File: src/rtl/id_operand_fetch_if.sv
// ---------------------------------------------------------------------------
// id_operand_fetch_if
//   Bundles every non-clock/reset signal of the operand-fetch stage:
//     - upstream decoded-instruction handshake (in_valid / in_ready + fields)
//     - register-file read ports (enables, addresses, returned data)
//     - EX / MEM forwarding sources
//     - downstream handshake toward EX (out_valid / out_ready + payload)
//     - flush request and load-use stall indication
//   Handshake rule, both sides: a transfer happens on a rising clock edge
//   where valid && ready are both high. The sender holds valid and payload
//   stable until that edge; ready may change freely.
//   modport slave  : the operand-fetch stage itself
//   modport master : the surrounding pipeline / register file / testbench
// ---------------------------------------------------------------------------
interface id_operand_fetch_if #(
    parameter int DATA_WIDTH = 32,
    parameter int ADDR_WIDTH = 5
);
    logic                  flush;
    logic                  in_valid;
    logic                  in_ready;
    logic [31:0]           in_pc;
    logic [ADDR_WIDTH-1:0] in_rs_addr;
    logic [ADDR_WIDTH-1:0] in_rt_addr;
    logic                  in_rs_use;
    logic                  in_rt_use;
    logic [DATA_WIDTH-1:0] in_imm;
    logic [ADDR_WIDTH-1:0] in_dest_addr;
    logic                  in_dest_we;
    logic                  in_is_load;

    logic                  rf_read_en_1;
    logic                  rf_read_en_2;
    logic [ADDR_WIDTH-1:0] rf_read_addr_1;
    logic [ADDR_WIDTH-1:0] rf_read_addr_2;
    logic [DATA_WIDTH-1:0] rf_read_data_1;
    logic [DATA_WIDTH-1:0] rf_read_data_2;

    logic                  ex_we;
    logic                  ex_is_load;
    logic [ADDR_WIDTH-1:0] ex_addr;
    logic [DATA_WIDTH-1:0] ex_data;
    logic                  mem_we;
    logic [ADDR_WIDTH-1:0] mem_addr;
    logic [DATA_WIDTH-1:0] mem_data;

    logic                  out_valid;
    logic                  out_ready;
    logic [31:0]           out_pc;
    logic [DATA_WIDTH-1:0] out_op_a;
    logic [DATA_WIDTH-1:0] out_op_b;
    logic [ADDR_WIDTH-1:0] out_dest_addr;
    logic                  out_dest_we;
    logic                  out_is_load;
    logic                  load_use_stall;

    modport slave (
        input  flush, in_valid, in_pc, in_rs_addr, in_rt_addr, in_rs_use, in_rt_use,
               in_imm, in_dest_addr, in_dest_we, in_is_load,
               rf_read_data_1, rf_read_data_2,
               ex_we, ex_is_load, ex_addr, ex_data, mem_we, mem_addr, mem_data,
               out_ready,
        output in_ready, rf_read_en_1, rf_read_en_2, rf_read_addr_1, rf_read_addr_2,
               out_valid, out_pc, out_op_a, out_op_b, out_dest_addr, out_dest_we,
               out_is_load, load_use_stall
    );

    modport master (
        output flush, in_valid, in_pc, in_rs_addr, in_rt_addr, in_rs_use, in_rt_use,
               in_imm, in_dest_addr, in_dest_we, in_is_load,
               rf_read_data_1, rf_read_data_2,
               ex_we, ex_is_load, ex_addr, ex_data, mem_we, mem_addr, mem_data,
               out_ready,
        input  in_ready, rf_read_en_1, rf_read_en_2, rf_read_addr_1, rf_read_addr_2,
               out_valid, out_pc, out_op_a, out_op_b, out_dest_addr, out_dest_we,
               out_is_load, load_use_stall
    );
endinterface

File: src/rtl/id_operand_fetch.sv
// ---------------------------------------------------------------------------
// id_operand_fetch
//   Operand-fetch stage between decode and EX. Drives the two register-file
//   read ports combinationally, resolves each source operand with
//   r0 / EX / MEM / register-file priority, stalls on load-use and
//   registers the resolved instruction into a valid/ready slot toward EX.
//   Ports:
//     clk  - rising-edge clock
//     rst  - synchronous, active-high reset
//     bus  - id_operand_fetch_if.slave (all handshake, RF and forwarding
//            signals; see the interface header)
//   The stage has no FSM; its only state is the output register.
// ---------------------------------------------------------------------------
module id_operand_fetch #(
    parameter int DATA_WIDTH = 32,
    parameter int ADDR_WIDTH = 5
) (
    input  logic               clk,
    input  logic               rst,
    id_operand_fetch_if.slave  bus
);
    logic [DATA_WIDTH-1:0] w_rs_val;
    logic [DATA_WIDTH-1:0] w_rt_val;
    logic [DATA_WIDTH-1:0] w_op_a;
    logic [DATA_WIDTH-1:0] w_op_b;
    logic                  w_hazard;
    logic                  w_advance;
    logic                  w_in_ready;

    logic                  r_out_valid;
    logic [31:0]           r_out_pc;
    logic [DATA_WIDTH-1:0] r_out_op_a;
    logic [DATA_WIDTH-1:0] r_out_op_b;
    logic [ADDR_WIDTH-1:0] r_out_dest_addr;
    logic                  r_out_dest_we;
    logic                  r_out_is_load;

    assign bus.rf_read_en_1   = bus.in_valid && bus.in_rs_use;
    assign bus.rf_read_en_2   = bus.in_valid && bus.in_rt_use;
    assign bus.rf_read_addr_1 = bus.in_rs_addr;
    assign bus.rf_read_addr_2 = bus.in_rt_addr;

    // EX forwarding excludes loads: their data is not ready until MEM, which
    // is exactly the load-use case handled by the stall below.
    always_comb begin
        w_rs_val = bus.rf_read_data_1;
        if (bus.in_rs_addr == '0)
            w_rs_val = '0;
        else if (bus.ex_we && !bus.ex_is_load && (bus.ex_addr == bus.in_rs_addr))
            w_rs_val = bus.ex_data;
        else if (bus.mem_we && (bus.mem_addr == bus.in_rs_addr))
            w_rs_val = bus.mem_data;
    end

    always_comb begin
        w_rt_val = bus.rf_read_data_2;
        if (bus.in_rt_addr == '0)
            w_rt_val = '0;
        else if (bus.ex_we && !bus.ex_is_load && (bus.ex_addr == bus.in_rt_addr))
            w_rt_val = bus.ex_data;
        else if (bus.mem_we && (bus.mem_addr == bus.in_rt_addr))
            w_rt_val = bus.mem_data;
    end

    assign w_op_a = bus.in_rs_use ? w_rs_val : '0;
    assign w_op_b = bus.in_rt_use ? w_rt_val : bus.in_imm;

    // Unused sources never stall, and r0 never creates a dependency.
    assign w_hazard = bus.in_valid && bus.ex_we && bus.ex_is_load && (bus.ex_addr != '0) &&
                      ((bus.in_rs_use && (bus.in_rs_addr == bus.ex_addr)) ||
                       (bus.in_rt_use && (bus.in_rt_addr == bus.ex_addr)));

    assign w_advance  = !r_out_valid || bus.out_ready;
    // rst is folded in so nothing is reported as accepted during the reset cycle.
    assign w_in_ready = w_advance && !w_hazard && !bus.flush && !rst;

    assign bus.in_ready       = w_in_ready;
    assign bus.load_use_stall = w_hazard;

    always_ff @(posedge clk) begin
        if (rst) begin
            r_out_valid     <= 1'b0;
            r_out_pc        <= '0;
            r_out_op_a      <= '0;
            r_out_op_b      <= '0;
            r_out_dest_addr <= '0;
            r_out_dest_we   <= 1'b0;
            r_out_is_load   <= 1'b0;
        end else if (bus.flush) begin
            r_out_valid <= 1'b0;
        end else if (w_advance) begin
            if (bus.in_valid && w_in_ready) begin
                r_out_valid     <= 1'b1;
                r_out_pc        <= bus.in_pc;
                r_out_op_a      <= w_op_a;
                r_out_op_b      <= w_op_b;
                r_out_dest_addr <= bus.in_dest_addr;
                r_out_dest_we   <= bus.in_dest_we;
                r_out_is_load   <= bus.in_is_load;
            end else begin
                // Bubble: payload is don't-care, so it is simply held.
                r_out_valid <= 1'b0;
            end
        end
    end

    assign bus.out_valid     = r_out_valid;
    assign bus.out_pc        = r_out_pc;
    assign bus.out_op_a      = r_out_op_a;
    assign bus.out_op_b      = r_out_op_b;
    assign bus.out_dest_addr = r_out_dest_addr;
    assign bus.out_dest_we   = r_out_dest_we;
    assign bus.out_is_load   = r_out_is_load;
endmodule

File: src/flat_wrapper.sv
// flat-port wrapper written by rule: the top's interface ports become plain ports
module id_operand_fetch_flat 
#(
    parameter int DATA_WIDTH = 32,
    parameter int ADDR_WIDTH = 5
)
  (clk, rst, bus_flush, bus_in_valid, bus_in_pc, bus_in_rs_addr, bus_in_rt_addr, bus_in_rs_use, bus_in_rt_use, bus_in_imm, bus_in_dest_addr, bus_in_dest_we, bus_in_is_load, bus_rf_read_data_1, bus_rf_read_data_2, bus_ex_we, bus_ex_is_load, bus_ex_addr, bus_ex_data, bus_mem_we, bus_mem_addr, bus_mem_data, bus_out_ready, bus_in_ready, bus_rf_read_en_1, bus_rf_read_en_2, bus_rf_read_addr_1, bus_rf_read_addr_2, bus_out_valid, bus_out_pc, bus_out_op_a, bus_out_op_b, bus_out_dest_addr, bus_out_dest_we, bus_out_is_load, bus_load_use_stall);
  id_operand_fetch_if #(.DATA_WIDTH(DATA_WIDTH), .ADDR_WIDTH(ADDR_WIDTH)) bus_i ();
  input  logic clk;
  input  logic rst;
  input wire logic [$bits(bus_i.flush)-1:0] bus_flush;
  input wire logic [$bits(bus_i.in_valid)-1:0] bus_in_valid;
  input wire logic [$bits(bus_i.in_pc)-1:0] bus_in_pc;
  input wire logic [$bits(bus_i.in_rs_addr)-1:0] bus_in_rs_addr;
  input wire logic [$bits(bus_i.in_rt_addr)-1:0] bus_in_rt_addr;
  input wire logic [$bits(bus_i.in_rs_use)-1:0] bus_in_rs_use;
  input wire logic [$bits(bus_i.in_rt_use)-1:0] bus_in_rt_use;
  input wire logic [$bits(bus_i.in_imm)-1:0] bus_in_imm;
  input wire logic [$bits(bus_i.in_dest_addr)-1:0] bus_in_dest_addr;
  input wire logic [$bits(bus_i.in_dest_we)-1:0] bus_in_dest_we;
  input wire logic [$bits(bus_i.in_is_load)-1:0] bus_in_is_load;
  input wire logic [$bits(bus_i.rf_read_data_1)-1:0] bus_rf_read_data_1;
  input wire logic [$bits(bus_i.rf_read_data_2)-1:0] bus_rf_read_data_2;
  input wire logic [$bits(bus_i.ex_we)-1:0] bus_ex_we;
  input wire logic [$bits(bus_i.ex_is_load)-1:0] bus_ex_is_load;
  input wire logic [$bits(bus_i.ex_addr)-1:0] bus_ex_addr;
  input wire logic [$bits(bus_i.ex_data)-1:0] bus_ex_data;
  input wire logic [$bits(bus_i.mem_we)-1:0] bus_mem_we;
  input wire logic [$bits(bus_i.mem_addr)-1:0] bus_mem_addr;
  input wire logic [$bits(bus_i.mem_data)-1:0] bus_mem_data;
  input wire logic [$bits(bus_i.out_ready)-1:0] bus_out_ready;
  output wire logic [$bits(bus_i.in_ready)-1:0] bus_in_ready;
  output wire logic [$bits(bus_i.rf_read_en_1)-1:0] bus_rf_read_en_1;
  output wire logic [$bits(bus_i.rf_read_en_2)-1:0] bus_rf_read_en_2;
  output wire logic [$bits(bus_i.rf_read_addr_1)-1:0] bus_rf_read_addr_1;
  output wire logic [$bits(bus_i.rf_read_addr_2)-1:0] bus_rf_read_addr_2;
  output wire logic [$bits(bus_i.out_valid)-1:0] bus_out_valid;
  output wire logic [$bits(bus_i.out_pc)-1:0] bus_out_pc;
  output wire logic [$bits(bus_i.out_op_a)-1:0] bus_out_op_a;
  output wire logic [$bits(bus_i.out_op_b)-1:0] bus_out_op_b;
  output wire logic [$bits(bus_i.out_dest_addr)-1:0] bus_out_dest_addr;
  output wire logic [$bits(bus_i.out_dest_we)-1:0] bus_out_dest_we;
  output wire logic [$bits(bus_i.out_is_load)-1:0] bus_out_is_load;
  output wire logic [$bits(bus_i.load_use_stall)-1:0] bus_load_use_stall;
  assign bus_i.flush = bus_flush;
  assign bus_i.in_valid = bus_in_valid;
  assign bus_i.in_pc = bus_in_pc;
  assign bus_i.in_rs_addr = bus_in_rs_addr;
  assign bus_i.in_rt_addr = bus_in_rt_addr;
  assign bus_i.in_rs_use = bus_in_rs_use;
  assign bus_i.in_rt_use = bus_in_rt_use;
  assign bus_i.in_imm = bus_in_imm;
  assign bus_i.in_dest_addr = bus_in_dest_addr;
  assign bus_i.in_dest_we = bus_in_dest_we;
  assign bus_i.in_is_load = bus_in_is_load;
  assign bus_i.rf_read_data_1 = bus_rf_read_data_1;
  assign bus_i.rf_read_data_2 = bus_rf_read_data_2;
  assign bus_i.ex_we = bus_ex_we;
  assign bus_i.ex_is_load = bus_ex_is_load;
  assign bus_i.ex_addr = bus_ex_addr;
  assign bus_i.ex_data = bus_ex_data;
  assign bus_i.mem_we = bus_mem_we;
  assign bus_i.mem_addr = bus_mem_addr;
  assign bus_i.mem_data = bus_mem_data;
  assign bus_i.out_ready = bus_out_ready;
  assign bus_in_ready = bus_i.in_ready;
  assign bus_rf_read_en_1 = bus_i.rf_read_en_1;
  assign bus_rf_read_en_2 = bus_i.rf_read_en_2;
  assign bus_rf_read_addr_1 = bus_i.rf_read_addr_1;
  assign bus_rf_read_addr_2 = bus_i.rf_read_addr_2;
  assign bus_out_valid = bus_i.out_valid;
  assign bus_out_pc = bus_i.out_pc;
  assign bus_out_op_a = bus_i.out_op_a;
  assign bus_out_op_b = bus_i.out_op_b;
  assign bus_out_dest_addr = bus_i.out_dest_addr;
  assign bus_out_dest_we = bus_i.out_dest_we;
  assign bus_out_is_load = bus_i.out_is_load;
  assign bus_load_use_stall = bus_i.load_use_stall;
  id_operand_fetch #(.DATA_WIDTH(DATA_WIDTH), .ADDR_WIDTH(ADDR_WIDTH)) u_core (.clk(clk), .rst(rst), .bus(bus_i));
endmodule
File: config.mk
export PLATFORM = sky130hd
export DESIGN_NAME = id_operand_fetch_flat
export DESIGN_NICKNAME = d
export VERILOG_FILES = /design/src/rtl/id_operand_fetch_if.sv /design/src/rtl/id_operand_fetch.sv /design/src/flat_wrapper.sv
export SDC_FILE = /design/constraint.sdc
export NUM_CORES = 1
export LEC_CHECK = 0
export CORE_AREA = 2 2 135 137
export CTS_CLUSTER_DIAMETER = 150
export CTS_CLUSTER_SIZE = 16
export DETAILED_ROUTE_END_ITERATION = 7
export DIE_AREA = 0 0 137 139
export GPL_TIMING_DRIVEN = 0
export PLACE_DENSITY = 0.72
export SYNTH_ARGS = -nofsm -noshare
export SYNTH_HDL_FRONTEND = slang
export SYNTH_SLANG_ARGS = --single-unit
File: constraint.sdc
create_clock -name clk -period 2.9 [get_ports clk]
set_input_delay 0.435 -clock clk [delete_from_list [all_inputs] [get_ports clk]]
set_output_delay 0.435 -clock clk [all_outputs]
set_load 0.02 [all_outputs]
==> results of run 1 <==
[sequential cells by signal, indices dropped and copies added (netlist names)]
| signal | cells |
|---|---|
| u_core.bus.out_dest_addr | 5 |
| u_core.bus.out_dest_we | 1 |
| u_core.bus.out_is_load | 1 |
| u_core.bus.out_pc | 32 |
| u_core.bus.out_op_b | 32 |
| u_core.bus.out_op_a | 32 |
| u_core.bus.out_valid | 1 |
[worst min-delay path by stage]
stage | startpoint | to | slack [ns]
after global routing | u_core.bus.out_pc[2] | u_core.bus.out_pc[2] | 0.47
final | u_core.bus.out_pc[1] | u_core.bus.out_pc[1] | 0.45
after floorplan | bus_flush | u_core.bus.out_valid | 0.51
after global placement | u_core.bus.out_pc[19] | u_core.bus.out_pc[19] | 0.44
after detailed placement | u_core.bus.out_pc[20] | u_core.bus.out_pc[20] | 0.45
after CTS | u_core.bus.out_pc[20] | u_core.bus.out_pc[20] | 0.46
[final cells by class]
cell class                      instances  area share [%]
Inverter                                3           0.119
Tap cell                              229            3.02
Sequential cell                       104            22.0
Buffer                                 64            3.39
Clock buffer                           12            2.60
Timing Repair Buffer                  346            36.5
Antenna cell                            1          0.0264
Multi-Input combinational cell        491            31.9
Clock inverter                          3           0.449
[synth_stat cells (all sizes together), types with 5 or more instances]
library cell and number:
buf 30, a22o 32, a311oi 32, a21oi 71, mux2i 63, nor2 68
dfxtp 104, nand3 5, xnor2 13, clkbuf 34, a21o 32, o21ai 33
nand2 112
[stage by stage]
step,power (mW),hold slack [ns],setup TNS [ns],instances
finish,3.64,0.454,0,1253
global route,3.80,0.472,0,1253
global placement,2.42,0.441,-8.37,1237
floorplan,1.88,0.513,0,662
detailed placement,2.43,0.446,-9.48,1237
CTS,3.68,0.455,0,1252
[power groups by stage]
stage	Clock, mW	Sequential [mW]	Combinational, mW
2_1_floorplan	0	1.60	0.279
3_3_place_gp	0	1.54	0.884
3_5_place_dp	0	1.54	0.890
4_1_cts	1.28	1.51	0.893
5_1_grt	1.33	1.51	0.957
6_report	1.24	1.51	0.891
[what timing repair did]
action	in CTS	in global routing
setup buffers	0	0
cloned	0	0
resized for setup	1	2
setup endpoints to repair	1	20
[worst min-delay path: stages (launching register included)]
cell,delay (ns)
dfxtp_1,0.31
nand2_1,0.05
a21oi_1,0.05
[cell families (layout without fill, tap and decap cells)]
kind of cell              count (synthesis)  in the layout  share of synthesized area, %
AOI/OAI and AO/OA                       207            207                          25.6
xor gates and xnor gates                 17             17                          2.74
buffers and inverters                    67            428                          6.13
DFF                                     104            104                          38.3
muxes                                    63             63                          11.6
other                                     0              1                             0
and+or+nand+nor                         204            204                          15.6
[per-layer routing]
layer | wire (um) | global-route usage, % | vias to the layer above
met1 | 9520 | 29.5 | 2842
li1 | - | - | 3060
met3 | 2160 | 6.32 | 41
met5 | 0 | 0 | -
met2 | 11400 | 40.6 | 281
met4 | 700 | 10.1 | 0
==> results_dict.tcl, run 1 <==
set metrics [dict create \
    grt_max_degree 16 \
    fin_area_sq_mm 0.00948 \
    async_reset_ff_share_pct 0 \
    grt-ovfl-total 0 \
    syn_avg_cell_area_sq_um 8.20 \
    ys.flop_type "dfxtp_1" \
    cts_tree "yes" \
    wl_per_cell_um 19.0 \
    drv_cap 0 \
    combPwrFrac_pct 24.5 \
    post-route-util_pct 53.7 \
    grt_util_all_layers_pct 24.4 \
    cp_top_family "buffers and inverters" \
    cp_num_cells 6 \
    status "complete, no violations" \
    portBuffers 346 \
    p_int_mw 2.68 \
    p_leak_nw 3.64 \
    grt_pass1_wl_mm 35.2 \
    finalMaxSlewViolations 0 \
    p_sw_mw 0.963 \
    cp_max_fo 3 \
    synth_seq_cells 104 \
    root_buffer "clkbuf_16" \
    dp_worst_setup_slack_ns -0.325 \
    dpl.hpwl_mm 19.1 \
    die_area_sq_mm 0.0190 \
    slowest_stage "or4_1" \
    fin_crit_ns 2.78 \
    ctsHoldBuffers 0 \
    cp.arrival_ns 2.34 \
    core.rowCount 49 \
    io_pins 347 \
    ctsHtreeMaxLevel 3 \
    worstHoldPathCells 2 \
    postPlaceCellArea_sq_mm 0.00918 \
    dieHeight_um 139 \
    wl_mm 23.8 \
    dr.pass1.iters 5 \
    drc_errors 0 \
    r2r_start "u_core.bus.out_valid" \
    die_x_um 137 \
    area_growth_pct 74.5 \
    synth_seq_area_share_pct 38.3 \
    design.core.area_sq_mm 0.0177 \
    drive_above_1_share_pct 4.59 \
    path_cells "clkdlybuf4s50_1 > or4_1 > o2111ai_2 > nor2_1 > nor2b_1 > dlygate4sd2_1" \
    rrSetupSlack_ns 0.85 \
    cp-end-kind "primary output" \
    slew-limit-headroom_pct 53.4 \
    worst-path-buf-inv 2 \
    cts_sinks 104 \
    synth-edff-count 0 \
    setup_slack_ns 0.122 \
    fmax_mhz 360 \
    synthesis.nets 891 \
    netlist_area_sq_mm 0.00543 \
    initialDrtViolationCount 312 \
    path_clk_slew_ns 0.07 \
    path_class "in2out" \
    clk_latency_ns 0.35 \
    fill_cells 1671 \
    setup_viol 0 \
    gp_congestion 0.857 \
    slowest_delay_ns 0.61 \
    layout_commonest_cell "clkdlybuf4s50_1" \
    startpoint "bus_ex_addr[1]" \
    regToRegEndpoint "u_core.bus.out_op_a[27]" \
    hold_path.class "reg2reg" \
    numCtsBuffers 9 \
    switching_share_pct 26.5 \
    p_seq_share_pct 41.4 \
    viasPerCell 4.97 \
    start_util_pct 30.8 \
    nets 1248 \
    yosysWarnings 0 \
    tightest_slew_ns 0.700 \
    min_period_over_period_pct 95.8 \
    synth_area_leaders "dfxtp_1 (38%), mux2i_1 (12%), nand2_1 (7.7%)" \
    crit_required_ns 2.47 \
    grt_pass1_vias 6291 \
    powerDensity_mw_per_mm2 384 \
    final_hold_viol_count 0 \
    yosysTopAreaCellShare_pct 38.3 \
    seqCellArea_sq_mm 0.00208 \
    worst_setup_path_start_kind "input port" \
    synth_top_area_cell "dfxtp_1" \
    rsz0062_at_grt "false" \
    vias 6224 \
    antenna_found_initial 1 \
    synthCells 662 \
    reg2reg_depth 7 \
    ant_nets 0 \
    skew_ns 0.00427 \
    endpoint "bus_in_ready" \
    worst_ir_drop_vdd_v 0.000261 \
    multi_input_area_sq_mm 0.00302 \
    synth_cell_type_count 35 \
    final_cell_mix "clkdlybuf4s50_1 (344), nand2_1 (112), dfxtp_1 (104), a21oi_1 (71), nor2_1 (68)" \
    clockPowerShare_pct 34.1 \
    clockBufferDepth 2 \
]
Note: power is estimated with default switching activity, not from simulation.
==> inputs of run 2 (changes only) <==
==> constraint.sdc (replaced) <==
create_clock -name clk -period 2.9 [get_ports clk]
set_input_delay 0.87 -clock clk [delete_from_list [all_inputs] [get_ports clk]]
set_output_delay 0.87 -clock clk [all_outputs]
set_load 0.02 [all_outputs]
==> results_dict.tcl, run 2 (synthesized netlist as in run 1, its figures left out) <==
set metrics [dict create \
    grt_max_degree 17 \
    grt_pass1_vias 6359 \
    tightest_slew_ns 0.592 \
    dieHeight_um 139 \
    cts_tree "yes" \
    layout_commonest_cell "clkdlybuf4s50_1" \
    rsz0062_at_grt "true" \
    status "finished with violations" \
    clockBufferDepth 2 \
    grt_pass1_wl_mm 35.6 \
    path_class "in2out" \
    cp.arrival_ns 2.04 \
    cp_top_family "simple AND/OR/NAND/NOR gates" \
    tns_ns -0.0138 \
    worst_setup_path_start_kind "input port" \
    wl_per_cell_um 19.1 \
    ctsHtreeMaxLevel 3 \
    antenna_found_initial 1 \
    path_cells "buf_2 > or4_4 > o2111ai_4 > nor2_4 > nor2b_2 > buf_6" \
    crit_required_ns 2.03 \
    die_x_um 137 \
    io_pins 347 \
    ant_nets 0 \
    design.core.area_sq_mm 0.0177 \
    drive_above_1_share_pct 8.33 \
    nets 1257 \
    ctsHoldBuffers 0 \
    finalMaxSlewViolations 0 \
    drv_cap 0 \
    wl_mm 24.1 \
    die_area_sq_mm 0.0190 \
    slowest_stage "or4_4" \
    dpl.hpwl_mm 18.9 \
    dr.pass1.iters 4 \
    fin_crit_ns 2.91 \
    powerDensity_mw_per_mm2 391 \
    final_hold_viol_count 0 \
    gp_congestion 0.911 \
    portBuffers 346 \
    worst-path-buf-inv 2 \
    cts_sinks 104 \
    cp_max_fo 3 \
    path_clk_slew_ns 0.07 \
    start_util_pct 30.8 \
    initialDrtViolationCount 262 \
    hold_path.class "reg2reg" \
    grt_util_all_layers_pct 24.6 \
    fmax_mhz 343 \
    drc_errors 0 \
    min_period_over_period_pct 100 \
    setup_viol 1 \
    clk_latency_ns 0.35 \
    cp-end-kind "primary output" \
    core.rowCount 49 \
    vias 6358 \
    viasPerCell 5.04 \
    area_growth_pct 78.0 \
    numCtsBuffers 9 \
    seqCellArea_sq_mm 0.00208 \
    multi_input_area_sq_mm 0.00310 \
    skew_ns 0.00659 \
    p_leak_nw 3.76 \
    final_cell_mix "clkdlybuf4s50_1 (324), nand2_1 (112), dfxtp_1 (104), a21oi_1 (71), nor2_1 (67)" \
    post-route-util_pct 54.8 \
    num_antenna_cells 0 \
    fill_cells 1710 \
    grt-ovfl-total 0 \
    setup_slack_ns -0.0138 \
    failed_checks "negative setup slack" \
    root_buffer "clkbuf_16" \
    slew-limit-headroom_pct 60.5 \
    worst_ir_drop_vdd_v 0.000265 \
    slowest_delay_ns 0.50 \
]
[run 2: cell count changes in the layout (fill, tap and decap cells not counted), moves of 2 or more]
| cell | change |
|---|---|
| dlygate4sd2_1 | +4 |
| clkbuf_2 | +4 |
| xnor2_1 | -5 |
| buf_6 | +2 |
| xnor2_2 | +5 |
| buf_4 | +9 |
| clkdlybuf4s15_2 | +6 |
| buf_8 | +2 |
| clkbuf_1 | -4 |
| clkdlybuf4s50_1 | -20 |
[run 2: metal layers]
layer  wire, um  GRT usage (%)  vias up
met5         12              0        -
met1       9350           28.6     2938
li1           -              -     3081
met4        750           10.6        2
met3       2090           6.80       51
met2      11900           41.9      286
[run 2: metrics by stage]
stage	worst slack (ns)	std cells	hold slack [ns]	power, mW	instance area [sq um]
floorplan	0.0320	662	0.535	1.88	5440
detailed placement	-0.966	1237	0.446	2.43	9190
global placement	-0.965	1237	0.441	2.42	9190
CTS	-0.0519	1257	0.456	3.80	9600
global route	-0.0605	1261	0.472	3.93	9670
finish	-0.0138	1261	0.454	3.78	9670
[run 2: path summary, 6_finish.rpt]
check	start	end	slack [ns]	depth (start not counted)
worst max register to register	u_core.bus.out_valid	u_core.bus.out_op_a[0]	0.90	7
worst max-delay path	bus_ex_addr[3]	bus_in_ready	-0.01	6
worst min register to register	u_core.bus.out_pc[29]	u_core.bus.out_pc[29]	0.45	2
worst min-delay path	u_core.bus.out_pc[29]	u_core.bus.out_pc[29]	0.45	2
[run 2: what timing repair did]
action,in CTS,in global routing
pin swaps,9,9
setup endpoints to repair,116,30
buffers inserted,5,4
gates resized for setup,69,20
[run 2: area by class of cell]
| type | instances | share of cell area [%] |
|---|---|---|
| repair buffers | 355 | 36.6 |
| clock inverters | 4 | 0.789 |
| multi-input cells | 491 | 32.0 |
| clock buffers | 11 | 2.61 |
| inverters | 3 | 0.116 |
| well taps | 229 | 2.96 |
| flip-flops and latches | 104 | 21.5 |
| plain buffers | 64 | 3.40 |
[run 2: power by group]
group | internal [mW] | switching, mW
Clock | 0.803 | 0.567
Sequential | 1.48 | 0.0276
Combinational | 0.516 | 0.392
[run 2: worst reg2reg max path, delay by kind of cell (launching register included)]
kind | cells | cell delay (ns)
simple gates | 4 | 0.77
buf+inv | 1 | 0.44
compound gates | 2 | 0.39
flops | 1 | 0.33
==> inputs of run 3 (changes only) <==
Settings changed: CORE_AREA 2 2 135 137 to 3 3 132 134, DIE_AREA 0 0 137 139 to 0 0 135 137, PLACE_DENSITY 0.72 to 0.76, SLEW_MARGIN from default to 30.
==> results_dict.tcl, run 3 (synthesized netlist as in run 1, its figures left out) <==
set metrics [dict create \
    core.rowCount 47 \
    numCtsBuffers 9 \
    slowest_stage "or4_4" \
    dp_worst_setup_slack_ns -0.976 \
    die_x_um 135 \
    skew_ns 0.00428 \
    fin_crit_ns 2.95 \
    cts_tree "yes" \
    grt-ovfl-total 0 \
    worst_setup_path_start_kind "input port" \
    seqCellArea_sq_mm 0.00208 \
    drive_above_1_share_pct 8.22 \
    clockBufferDepth 2 \
    powerDensity_mw_per_mm2 397 \
    rsz0062_at_grt "true" \
    grt_pass1_vias 6115 \
    postPlaceCellArea_sq_mm 0.00918 \
    root_buffer "clkbuf_16" \
    dpl.hpwl_mm 19.2 \
    cp_top_family "simple AND/OR/NAND/NOR gates" \
    cp.arrival_ns 2.08 \
    num_antenna_cells 0 \
    grt_max_degree 16 \
    drv_cap 0 \
    worst_ir_drop_vdd_v 0.000254 \
    die_area_sq_mm 0.0185 \
    final_cell_mix "clkdlybuf4s50_1 (325), nand2_1 (112), dfxtp_1 (104), a21oi_1 (71), nor2_1 (67)" \
    design.core.area_sq_mm 0.0164 \
    cp-end-kind "primary output" \
    path_clk_slew_ns 0.07 \
    setup_slack_ns -0.0534 \
    grt_pass1_wl_mm 34.8 \
    ctsHoldBuffers 0 \
    initialDrtViolationCount 380 \
    finalMaxSlewViolations 0 \
    hold_path.class "reg2reg" \
    wl_per_cell_um 19.3 \
    crit_required_ns 2.03 \
    clk_latency_ns 0.34 \
    portBuffers 346 \
    dr.pass1.iters 4 \
    viasPerCell 5.03 \
    wl_mm 24.2 \
    gp_congestion 0.871 \
    dieHeight_um 137 \
    nets 1259 \
    area_growth_pct 77.7 \
    ant_nets 0 \
    slew-limit-headroom_pct 55.9 \
    failed_checks "negative setup slack" \
    grt_util_all_layers_pct 24.6 \
    path_cells "buf_8 > or4_4 > o2111ai_4 > nor2_4 > nor2b_2 > buf_6" \
    multi_input_area_sq_mm 0.00309 \
    status "finished with violations" \
    setup_viol 1 \
    path_class "in2out" \
    ctsHtreeMaxLevel 3 \
    io_pins 347 \
    slowest_delay_ns 0.54 \
    min_period_over_period_pct 102 \
    vias 6312 \
    p_leak_nw 3.77 \
    antenna_found_initial 0 \
    fin_area_sq_mm 0.00965 \
    worst-path-buf-inv 2 \
    tightest_slew_ns 0.662 \
    fmax_mhz 339 \
    layout_commonest_cell "clkdlybuf4s50_1" \
    cp_max_fo 3 \
    drc_errors 0 \
    fill_cells 1464 \
    cts_sinks 104 \
    final_hold_viol_count 0 \
    start_util_pct 33.1 \
]
[run 3: cell types whose count changed in the layout (fill, tap and decap cells not counted), sizes merged]
cell | previous run | this run
bufinv | 2 | 3
clkdlybuf4s15 | 7 | 0
inv | 4 | 3
clkinvlp | 1 | 0
buf | 45 | 46
clkdlybuf4s50 | 324 | 325
clkbuf | 48 | 56
[run 3: repair_timing]
| action | in CTS | in global routing |
|---|---|---|
| setup buffers | 3 | 9 |
| resized for setup | 54 | 35 |
| setup endpoints to repair | 112 | 57 |
| pin swaps | 8 | 12 |
[run 3: layer usage]
layer	wire length, um	up-vias	track usage, %
met5	0	-	0
met4	833	0	10.5
met3	2040	45	6.84
met2	11500	284	41.4
met1	9810	2910	29.7
li1	-	3073	-
[run 3: path summary, 6_finish.rpt]
path	startpoint	to	slack, ns	depth (start not counted)
max reg2reg	u_core.bus.out_valid	u_core.bus.out_op_a[7]	0.87	7
max	bus_ex_addr[2]	bus_in_ready	-0.05	6
min reg2reg	u_core.bus.out_pc[20]	u_core.bus.out_pc[20]	0.46	2
min	u_core.bus.out_pc[20]	u_core.bus.out_pc[20]	0.46	2
[run 3: where the power goes]
group / switching [mW] / internal [mW] / total, mW
registers: 0.0254 / 1.48 / 1.50
clock network: 0.554 / 0.865 / 1.42
logic: 0.393 / 0.514 / 0.907
[run 3: worst reg2reg max path: stages, from the launching register on]
cell      delay (ns)
dfxtp_1         0.33
nand2b_1        0.07
nor3b_1         0.16
and2_1          0.18
o21a_1          0.17
nor2_1          0.40
clkbuf_1        0.43
a22o_1          0.22
[run 3: final cells by class]
type	instances	share of cell area, %
plain buffers	63	3.46
clock buffers	12	2.55
clock inverters	3	0.933
inverters	3	0.117
multi-input cells	491	32.0
flip-flops and latches	104	21.6
well taps	220	2.85
repair buffers	358	36.5
[run 3: through the flow]
step	utilization [%]	total power [mW]	TNS, ns	hold WS (ns)	instances
5_1_grt	58.8	3.98	-0.126	0.475	1254
6_report	58.8	3.83	-0.0534	0.456	1254
4_1_cts	58.3	3.84	-0.0885	0.457	1246
3_5_place_dp	55.9	2.43	-53.57	0.447	1228
2_1_floorplan	-	1.88	0	0.535	662
3_3_place_gp	55.9	2.42	-51.82	0.441	1228
